## config.mk

```make
export PLATFORM = sky130hd
export DESIGN_NAME = data_path_gen
export DESIGN_NICKNAME = d
export VERILOG_FILES = /design/src/rtl/dp_pkg.sv /design/src/rtl/dp_alu.sv /design/src/rtl/data_path_gen.sv
export SDC_FILE = /design/constraint.sdc
export NUM_CORES = 1
export LEC_CHECK = 0
export CAP_MARGIN = 10
export CORE_ASPECT_RATIO = 0.75
export CORE_MARGIN = 2
export CORE_UTILIZATION = 41
export CTS_CLUSTER_SIZE = 20
export DETAILED_ROUTE_END_ITERATION = 10
export SYNTH_ARGS = -nofsm -noshare
export SYNTH_HDL_FRONTEND = slang
export SYNTH_SLANG_ARGS = --single-unit
```

## constraint.sdc

```tcl
create_clock -name i_clk -period 7.1 [get_ports i_clk]
set_input_delay 1.065 -clock i_clk [delete_from_list [all_inputs] [get_ports i_clk]]
set_output_delay 1.065 -clock i_clk [all_outputs]
set_load 0.05 [all_outputs]
```

## src/rtl/dp_pkg.sv

```systemverilog
`default_nettype none
// +----------------------------------------------------------------------------+
// | Package : dp_pkg                                                           |
// | Shared types for the accumulator datapath: transfer command codes, ALU     |
// | operations, jump conditions, memory FSM states and flag bit positions.     |
// | Revision: 1.0  initial release                                             |
// +----------------------------------------------------------------------------+
package dp_pkg;

  typedef enum logic [3:0] {
    XFER_NOP    = 4'h0,  // no transfer
    XFER_MA_PC  = 4'h1,  // MA <= PC
    XFER_MEM_RD = 4'h2,  // start memory read into MD
    XFER_IR_MD  = 4'h3,  // IR <= MD
    XFER_MA_MD  = 4'h4,  // MA <= MD
    XFER_ACC_MD = 4'h5,  // A|AP <= MD
    XFER_MA_AP  = 4'h6,  // MA <= AP
    XFER_MA_SP  = 4'h7,  // MA <= SP
    XFER_MD_ACC = 4'h8,  // MD <= A|AP
    XFER_MEM_WR = 4'h9,  // start memory write of MD
    XFER_ACC_R  = 4'hA,  // A|AP <= R
    XFER_JMP    = 4'hB,  // PC <= MD if condition holds
    XFER_A_IN   = 4'hC,  // A <= IN
    XFER_OUT_A  = 4'hD,  // OUT <= A
    XFER_PC_AP  = 4'hE,  // PC <= AP
    XFER_MD_PC  = 4'hF   // MD <= PC, zero-extended
  } xfer_e;

  typedef enum logic [2:0] {
    ALU_ADD = 3'd0,
    ALU_SUB = 3'd1,
    ALU_NOT = 3'd2,
    ALU_OR  = 3'd3,
    ALU_AND = 3'd4,
    ALU_XOR = 3'd5,
    ALU_SHR = 3'd6
  } alu_op_e;

  typedef enum logic [1:0] {
    COND_ALWAYS = 2'd0,
    COND_Z      = 2'd1,
    COND_C      = 2'd2,
    COND_N      = 2'd3
  } cond_e;

  typedef enum logic {
    MEM_IDLE = 1'b0,
    MEM_WAIT = 1'b1
  } mem_state_e;

  // Bit positions inside the {N, C, Z} flag vector
  localparam int FLAG_Z = 0;
  localparam int FLAG_C = 1;
  localparam int FLAG_N = 2;

endpackage
`default_nettype wire

```

## src/rtl/dp_alu.sv

```systemverilog
`default_nettype none
// +----------------------------------------------------------------------------+
// | Module  : dp_alu                                                           |
// | Combinational ALU of the accumulator datapath. The result is formed at     |
// | DATA_W+1 bits so ADD carry-out and SUB borrow fall out of the top bit.     |
// | Ports   : op  - operation select (alu_op_e)                                |
// |           x   - selected accumulator (A or AP), used by ADD/SUB            |
// |           md  - memory data register, second operand                       |
// |           a   - accumulator A, operand of the logic ops and SHR            |
// |           res - DATA_W-bit result; c, z, n - carry/zero/negative           |
// | Revision: 1.0  initial release                                             |
// +----------------------------------------------------------------------------+
module dp_alu
  import dp_pkg::*;
#(
  parameter int DATA_W = 8
) (
  input  alu_op_e             op,
  input  logic [DATA_W-1:0]   x,
  input  logic [DATA_W-1:0]   md,
  input  logic [DATA_W-1:0]   a,
  output logic [DATA_W-1:0]   res,
  output logic                c,
  output logic                z,
  output logic                n
);

  logic [DATA_W:0] wide;

  always_comb begin
    wide = '0;
    c    = 1'b0;
    case (op)
      ALU_ADD: begin
        wide = {1'b0, x} + {1'b0, md};
        c    = wide[DATA_W];
      end
      ALU_SUB: begin
        // Top bit of the extended difference is set exactly when x < md
        wide = {1'b0, x} - {1'b0, md};
        c    = wide[DATA_W];
      end
      ALU_NOT: wide = {1'b0, ~a};
      ALU_OR:  wide = {1'b0, a | md};
      ALU_AND: wide = {1'b0, a & md};
      ALU_XOR: wide = {1'b0, a ^ md};
      ALU_SHR: begin
        wide = {2'b00, a[DATA_W-1:1]};
        c    = a[0];
      end
      default: wide = '0;
    endcase
  end

  assign res = wide[DATA_W-1:0];
  assign z   = (res == '0);
  assign n   = res[DATA_W-1];

endmodule
`default_nettype wire

```

## src/rtl/data_path_gen.sv

```systemverilog
`default_nettype none
// +----------------------------------------------------------------------------+
// | Module  : data_path_gen                                                    |
// | Accumulator datapath between the control FSM and memory/IO: PC, IR, MA,    |
// | MD, A, AP, R, IN, OUT, SP and {N,C,Z} flags, with a req/ack memory FSM.    |
// | Optional feature macro: DATA_PATH_SP_GUARD_EN (stack overflow/underflow    |
// | guard with sticky o_sp_fault; without it SP wraps and o_sp_fault is 0).    |
// | Ports   : i_clk, i_rst (sync, active-high)                                 |
// |           i_transfer_cmd, i_alu_op, i_alu_calculate, i_alu_dst_ap, i_cond, |
// |           i_inc_pc, i_inc_dec_sp, i_reset_ir - control from the sequencer  |
// |           i_in - input port; i_mem_rdata/i_mem_ack - memory response       |
// |           o_mem_req/o_mem_we/o_mem_addr/o_mem_wdata - memory request       |
// |           o_busy - memory FSM active; o_out, o_ir, o_flags, o_sp_fault     |
// | Revision: 1.0  initial release                                             |
// +----------------------------------------------------------------------------+
module data_path_gen
  import dp_pkg::*;
#(
  parameter int                DATA_W  = 8,
  parameter int                ADDR_W  = 8,
  parameter logic [ADDR_W-1:0] SP_INIT = ADDR_W'('h7F),
  parameter logic [ADDR_W-1:0] SP_MIN  = ADDR_W'('h00)
) (
  input  logic              i_clk,
  input  logic              i_rst,
  input  logic [3:0]        i_transfer_cmd,
  input  logic [2:0]        i_alu_op,
  input  logic              i_alu_calculate,
  input  logic              i_alu_dst_ap,
  input  logic [1:0]        i_cond,
  input  logic              i_inc_pc,
  input  logic [1:0]        i_inc_dec_sp,
  input  logic              i_reset_ir,
  input  logic [DATA_W-1:0] i_in,
  input  logic [DATA_W-1:0] i_mem_rdata,
  input  logic              i_mem_ack,
  output logic              o_mem_req,
  output logic              o_mem_we,
  output logic [ADDR_W-1:0] o_mem_addr,
  output logic [DATA_W-1:0] o_mem_wdata,
  output logic              o_busy,
  output logic [DATA_W-1:0] o_out,
  output logic [DATA_W-1:0] o_ir,
  output logic [2:0]        o_flags,
  output logic              o_sp_fault
);

  logic [ADDR_W-1:0] pc_q, pc_d, ma_q, ma_d, sp_q, sp_d;
  logic [DATA_W-1:0] ir_q, ir_d, md_q, md_d, a_q, a_d, ap_q, ap_d;
  logic [DATA_W-1:0] r_q, r_d, out_q, out_d, in_q;
  logic [2:0]        flags_q, flags_d;
  logic              sp_fault_q, sp_fault_d;

  mem_state_e        state_q;
  logic              mem_req_q, mem_we_q;
  logic [DATA_W-1:0] mem_wdata_q;

  logic              busy;
  xfer_e             cmd;
  logic [DATA_W-1:0] opnd;
  logic              cond_ok;
  logic [DATA_W-1:0] alu_res;
  logic              alu_c, alu_z, alu_n;
  logic              sp_inc, sp_dec;

  assign busy   = (state_q == MEM_WAIT);
  // A stalled controller may still present a command; drop it while busy
  assign cmd    = busy ? XFER_NOP : xfer_e'(i_transfer_cmd);
  assign opnd   = i_alu_dst_ap ? ap_q : a_q;
  assign sp_inc = (i_inc_dec_sp == 2'b01);
  assign sp_dec = (i_inc_dec_sp == 2'b10);

  dp_alu #(
    .DATA_W (DATA_W)
  ) u_alu (
    .op  (alu_op_e'(i_alu_op)),
    .x   (opnd),
    .md  (md_q),
    .a   (a_q),
    .res (alu_res),
    .c   (alu_c),
    .z   (alu_z),
    .n   (alu_n)
  );

  // Jump condition evaluated on flags registered before this edge
  always_comb begin
    cond_ok = 1'b1;
    case (cond_e'(i_cond))
      COND_ALWAYS: cond_ok = 1'b1;
      COND_Z:      cond_ok = flags_q[FLAG_Z];
      COND_C:      cond_ok = flags_q[FLAG_C];
      COND_N:      cond_ok = flags_q[FLAG_N];
      default:     cond_ok = 1'b1;
    endcase
  end

  always_comb begin
    pc_d       = i_inc_pc ? pc_q + ADDR_W'(1) : pc_q;
    ir_d       = ir_q;
    ma_d       = ma_q;
    md_d       = md_q;
    a_d        = a_q;
    ap_d       = ap_q;
    r_d        = r_q;
    out_d      = out_q;
    flags_d    = flags_q;
    sp_d       = sp_q;
    sp_fault_d = sp_fault_q;

    // Register transfers; PC writes here override the increment above
    case (cmd)
      XFER_MA_PC:  ma_d = pc_q;
      XFER_IR_MD:  ir_d = md_q;
      XFER_MA_MD:  ma_d = md_q[ADDR_W-1:0];
      XFER_ACC_MD: if (i_alu_dst_ap) ap_d = md_q; else a_d = md_q;
      XFER_MA_AP:  ma_d = ADDR_W'(ap_q);
      XFER_MA_SP:  ma_d = sp_q;
      XFER_MD_ACC: md_d = opnd;
      XFER_ACC_R:  if (i_alu_dst_ap) ap_d = r_q; else a_d = r_q;
      XFER_JMP:    if (cond_ok) pc_d = md_q[ADDR_W-1:0];
      XFER_A_IN:   a_d = in_q;
      XFER_OUT_A:  out_d = a_q;
      XFER_PC_AP:  pc_d = ADDR_W'(ap_q);
      XFER_MD_PC:  md_d = DATA_W'(pc_q);
      default:     ;
    endcase

    if (i_reset_ir) ir_d = '0;

    // Read completion; cannot collide with an MD transfer since cmd is NOP in WAIT
    if (busy && i_mem_ack && !mem_we_q) md_d = i_mem_rdata;

    if (i_alu_calculate) begin
      r_d             = alu_res;
      flags_d[FLAG_Z] = alu_z;
      flags_d[FLAG_C] = alu_c;
      flags_d[FLAG_N] = alu_n;
    end

`ifdef DATA_PATH_SP_GUARD_EN
    if (sp_inc) begin
      if (sp_q == SP_INIT) sp_fault_d = 1'b1;
      else                 sp_d = sp_q + ADDR_W'(1);
    end else if (sp_dec) begin
      if (sp_q == SP_MIN)  sp_fault_d = 1'b1;
      else                 sp_d = sp_q - ADDR_W'(1);
    end
`else
    sp_fault_d = 1'b0;
    if (sp_inc)      sp_d = sp_q + ADDR_W'(1);
    else if (sp_dec) sp_d = sp_q - ADDR_W'(1);
`endif
  end

`ifndef DATA_PATH_SP_GUARD_EN
  logic unused_sp_min;
  assign unused_sp_min = ^SP_MIN;
`endif

  always_ff @(posedge i_clk) begin
    if (i_rst) begin
      pc_q       <= '0;
      ir_q       <= '0;
      ma_q       <= '0;
      md_q       <= '0;
      a_q        <= '0;
      ap_q       <= '0;
      r_q        <= '0;
      in_q       <= '0;
      out_q      <= '0;
      sp_q       <= SP_INIT;
      flags_q    <= '0;
      sp_fault_q <= 1'b0;
    end else begin
      pc_q       <= pc_d;
      ir_q       <= ir_d;
      ma_q       <= ma_d;
      md_q       <= md_d;
      a_q        <= a_d;
      ap_q       <= ap_d;
      r_q        <= r_d;
      in_q       <= i_in;
      out_q      <= out_d;
      sp_q       <= sp_d;
      flags_q    <= flags_d;
      sp_fault_q <= sp_fault_d;
    end
  end

  // Memory handshake FSM; request signals are registered and held in WAIT
  always_ff @(posedge i_clk) begin
    if (i_rst) begin
      state_q     <= MEM_IDLE;
      mem_req_q   <= 1'b0;
      mem_we_q    <= 1'b0;
      mem_wdata_q <= '0;
    end else begin
      case (state_q)
        MEM_IDLE: begin
          if (cmd == XFER_MEM_RD) begin
            state_q     <= MEM_WAIT;
            mem_req_q   <= 1'b1;
            mem_we_q    <= 1'b0;
            mem_wdata_q <= '0;
          end else if (cmd == XFER_MEM_WR) begin
            state_q     <= MEM_WAIT;
            mem_req_q   <= 1'b1;
            mem_we_q    <= 1'b1;
            mem_wdata_q <= md_q;
          end
        end
        MEM_WAIT: begin
          if (i_mem_ack) begin
            state_q     <= MEM_IDLE;
            mem_req_q   <= 1'b0;
            mem_we_q    <= 1'b0;
            mem_wdata_q <= '0;
          end
        end
        default: begin
          state_q   <= MEM_IDLE;
          mem_req_q <= 1'b0;
          mem_we_q  <= 1'b0;
        end
      endcase
    end
  end

  assign o_mem_req   = mem_req_q;
  assign o_mem_we    = mem_we_q;
  assign o_mem_addr  = ma_q;
  assign o_mem_wdata = mem_wdata_q;
  assign o_busy      = busy;
  assign o_out       = out_q;
  assign o_ir        = ir_q;
  assign o_flags     = flags_q;
  assign o_sp_fault  = sp_fault_q;

endmodule
`default_nettype wire

```

# Word-level counts from Yosys, hierarchy flattened
# Cells that the tools add are included.
[word_totals]
mem_count = 0
romBits = 0
mem_bits_rw = 0
latch_bits = 0
in_bits = 34
register_bits = 94
[classes]
magnitude_cmp = 0
shifts = 0
n_bitwise = 5
addsub = 5
n_reduce_logical = 15
muxes = 33
multipliers = 0
n_div = 0
eq_ne = 32
[ops]
columns = ["cell", "count"]
rows = [
  ["8-bit 2-to-1 mux", 13],
  ["8-bit one-hot mux with 2 select lines", 4],
  ["8-bit one-hot mux with 7 select lines", 1],
  ["4-bit == test, second input constant", 8],
  ["8-bit one-hot mux with 4 select lines", 1],
  ["8-bit one-hot mux with 3 select lines", 1],
  ["8-bit by 1-bit adder with 8-bit output, second input constant", 2],
  ["4-bit by 3-bit == test with 1-bit output, second input constant", 4],
  ["2-bit inequality test, second input constant", 5],
  ["8-bit by 8-bit adder with 9-bit output", 1],
  ["3-bit == test, second input constant", 3],
  ["8-bit by 8-bit subtractor with 9-bit output", 1],
  ["8-bit AND", 1],
  ["4-bit by 2-bit == test with 1-bit output, second input constant", 2],
  ["8-bit logical NOT", 1],
  ["8-bit NOT", 1],
  ["8-bit bitwise OR", 1],
  ["8-bit by 1-bit subtractor with 8-bit output, second input constant", 1],
  ["8-bit bitwise XOR", 1],
  ["1-bit 2-to-1 mux", 7],
  ["2-bit == test, second input constant", 3],
  ["3-bit by 2-bit == test with 1-bit output, second input constant", 2],
  ["1-bit one-hot mux with 2 select lines", 3],
  ["3-bit AND reduction", 2],
  ["17 further kinds", 21],
]

# Longest topological paths before layout
[logic_depth]
ltp_word = 5
depth_mapped = 13
depth_no_buf = 12

# Modules after synthesis
# Synthesis repeated with hierarchy kept, for this count alone.
[unflattened]
hier_cells = 688
area_unflattened_um2 = 6122.1
[modules_own_cells]
columns = ["module", "area_per_inst_um2", "seq_area_each_um2", "cells_per_inst", "instances"]
rows = [
  ["data_path_gen", 4697.0, 1881.8, 496, 1],
  ["dp_alu", 1425.1, 0.0, 192, 1],
]

# Worst setup path after synthesis
# Ideal clock, no wire load.
[synth_path]
kind = "in2reg"
from = "in i_alu_dst_ap"
to = "reg flags_q[0], in the netlist o_flags[0]"
t_arrival_ns = 3.498
path_slack_ns = 3.485
required_ns = 6.983
path_stages = 13
setup_ns = 0.117
path_cell_list = "clkbuf_1 > mux2i_1 > inv_1 > ha_1 > inv_1 > fa_1 > or2_1 > a221oi_1 > o21bai_1 > a21oi_1 > o22a_1 > and4b_1 > a32o_1"
[synth_via]
elab_chain_cells = 4
elab_cells_between_ends = 5
[synth_lines]
columns = ["element", "line_no", "text"]
rows = [
  ["from (decl)", "data_path_gen.sv:29", "input logic i_alu_dst_ap,"],
  ["8-bit 2-to-1 mux *", "data_path_gen.sv:69", "assign opnd = i_alu_dst_ap ? ap_q : a_q;"],
  ["8-bit by 8-bit subtractor with 9-bit output or 8-bit by 8-bit adder with 9-bit output (tied branches)", "dp_alu.sv:40, dp_alu.sv:35", ""],
  ["8-bit one-hot mux with 7 select lines *", "dp_alu.sv:33", "case (op)"],
  ["8-bit logical NOT *", "dp_alu.sv:56", "assign z = (res == '0);"],
  ["to (signal assigned)", "data_path_gen.sv:186", "flags_q <= flags_d;"],
  ["to (decl)", "data_path_gen.sv:51", "logic [2:0] flags_q, flags_d;"],
]
# Mark *: on every way between the ends. The rest lies on a longest branch, timed or not.
# A chain may end at the register's enable or synchronous reset.

# Worst setup path after layout
# Same ends and word-level chain as after synthesis.

==> impl_metrics.ini <==
[critical_path]
crit_path_max_fanout = 16
endpoint = o_flags[0]$_SDFFE_PP0P_
crit_path_end_kind = flip-flop
r2r_end = o_flags[0]$_SDFFE_PP0P_
rrSetupSlack_ns = 4.05
worstPathRequired_ns = 7.34
critPathLaunch = i_alu_dst_ap
crit-reg2reg-launch = md_q[1]$_SDFFE_PP0P_
worstRegToRegCells = 9
worstPathArrival_ns = 4.27
critical_path_class = input port to flip-flop
crit_path_start_kind = input port

[global_route]
grt.busiest_layer = met1
grt_util_met1_pct = 36.4
grt_use_met2_pct = 34.2
track_usage_pct = 24.2
grt_pass1_vias = 5167
use_met3_pct = 5.87
antenna_found_initial = 0
grt_max_degree = 89
grt_pass1_wl_um = 28500
grt-ovfl-total = 0

[floorplan]
num_rows = 37
top_level_ports = 73
die-width_um = 143
start_util_pct = 42.5
die_height_um = 108
die_area_mm2 = 0.0154
core-area_mm2 = 0.0139

[sta]
setup_violations = 0
period_share_pct = 56.7
whs_ns = 0.489
rsz0062_at_grt = false
tightest_slew_ns = 1.12
maxSlewHeadroom_pct = 24.7
drv_slew = 0
fmax_mhz = 249
min_period_ns = 4.02
fin_setup_tns_ns = 0
fin_skew_ns = 0.00756
finalHoldViolations = 0

[clock_network]
cts_htree_levels = 3
cts_sinks = 93
clock_latency_ns = 0.35
cts_root_buf = clkbuf_16
cts_tree = built
hold_buffers = 0
clk_pin_slew_ns = 0.06
clockBufferDepth = 2
cts_buffers = 9
cts_setup_buffers = 0
cts.repair.resized = 0

[logic_synthesis]
ys_types = 70
yosysSeqAreaShare_pct = 31.6
synthArstFlopShare_pct = 0
synth-seq-cells = 93
synth_area_leaders = dfxtp_1 32%, ha_1 8.9%, nor2_1 7.8%
synth-main-ff-cell = dfxtp_1
netlist_instances = 717
synth_top_area_share_pct = 31.6
synth_area_mm2 = 0.00590
synth_top_area_cell = dfxtp_1
yosysWarnings = 0
synth_fp_nets = 796
synth_edf_count = 0
synth.avg_cell_area_um2 = 8.23

[drt]
drt_iter0_markers = 502
antenna_left = 0
wl_um = 18200
drt_drc_violations_left = 0
vias = 5548
post_drt_wl_per_cell_um = 19.2
first_pass_iters = 6
viasPerCell = 5.86

[final_layout]
fillers = 1349
syn_to_final_growth_pct = 18.4
diodes = 0
drive_above_1_share_pct = 6.22
nNetsFinal = 847

[place]
place.gp.congestion = 0.918
io_buffers = 71
hpwl_um = 13300

[pwr]
power_density_mw_per_mm2 = 193
leakage_nw = 2.59
max-vdd-ir-drop_v = 0.000115

[worst_hold_path]
hp-class = flip-flop to flip-flop
hp-start = o_ir[5]$_SDFFE_PP0N_

[status]
status = complete, no violations

[job]
maxCapViolCount = 0
Yosys cell counts, types with 6 or more instances:
cell type and count:
nor3_1 10, o21ai_0 19, nor2_1 122, a21oi_1 47
a211o_1 6, a222oi_1 7, buf_2 10, mux2i_1 34
xnor2_1 12, a31oi_1 8, dfxtp_1 93, mux2_2 8
nor2b_1 16, and3_1 6, clkbuf_1 17, ha_1 42
a221oi_1 13, nand2b_1 8, a211oi_1 9, xor2_1 7
a22oi_1 21, nand2_1 63, a311oi_1 16, inv_1 30
layer usage:
metal  up-vias  routed length, um
li1       2669                  -
met1      2622               8670
met2       238               7450
met3        19               1800
met4         0                248
met5         -                  0
worst min-delay path by stage:
stage	depth (start not counted)	endpoint	slack [ns]
after floorplan	2	ap_q[0]$_SDFFE_PP0P_	0.46
after global placement	2	o_ir[4]$_SDFFE_PP0N_	0.47
after detailed placement	2	o_ir[3]$_SDFFE_PP0N_	0.48
after CTS	2	o_ir[3]$_SDFFE_PP0N_	0.50
after global routing	2	o_ir[5]$_SDFFE_PP0N_	0.52
final	2	o_ir[5]$_SDFFE_PP0N_	0.49
stage by stage:
step                instances  util, %  instance area [um^2]  setup slack, ns  power [mW]
floorplan                 717        -                  5900             3.48       0.777
global placement          932     48.1                  6680             2.80       0.854
detailed placement        932     48.1                  6680             2.72       0.859
CTS                       947     50.3                  6980             3.08        1.35
global route              947     50.3                  6980             2.78        1.41
finish                    947     50.3                  6980             3.08        1.35
critical path, cell delays in order:
cell and delay [ns]:
clkdlybuf4s50_1 0.78, mux2i_1 0.24, inv_1 0.10, ha_1 0.16
inv_1 0.05, fa_1 0.38, or2_1 0.27, a221oi_1 0.33
o21bai_1 0.12, a21oi_1 0.15, o22a_1 0.18, and4b_1 0.20
a32o_1 0.24
placed cells by master (no fill, tap or decap), drive strengths merged, types with 20 or more instances in the layout:
cell type / n
nor2: 128
a22oi: 21
a21oi: 48
dfxtp: 93
inv: 33
nand2: 64
clkdlybuf4s50: 70
mux2i: 34
ha: 42
o21ai: 20
power by group:
part / switching [mW] / internal (mW)
Combinational: 0.160 / 0.114
Sequential: 0.0337 / 0.546
Clock: 0.212 / 0.283
Total: 0.406 / 0.943
state kept, by name, summed over array words and instances (netlist names):
register and count:
md_q 8, o_flags 2, ap_q 8, o_busy 1, in_q 8, a_q 8, r_q 8, o_out 8
o_mem_addr 8, o_ir 8, sp_q 8, pc_q 8, o_mem_req 1, o_mem_we 1, o_mem_wdata 8
layout make-up:
| class | count | area (um^2) | share of cell area [%] |
|---|---|---|---|
| multi-input combinational | 555 | 3730 | 53.4 |
| sequential | 93 | 1860 | 26.7 |
| timing repair buffer | 77 | 751 | 10.8 |
| clock buffer | 11 | 243 | 3.48 |
| tap | 175 | 219 | 3.14 |
| inverter | 32 | 120 | 1.72 |
| clock inverter | 4 | 56.3 | 0.806 |
cell families (layout without fill, tap and decap cells):
group,count (synthesis),after routing,share of synthesized area (%)
multiplexers,45,45,8.25
XOR/XNOR,19,19,2.82
adder cells (fa/ha/maj),45,45,9.93
AO/OA/AOI/OAI,177,177,20.9
other,1,1,0.0636
flip-flops,93,93,31.6
AND/OR/NAND/NOR,268,268,21.3
buffers and inverters,69,124,5.18
Power figures use the tool's default switching activity.
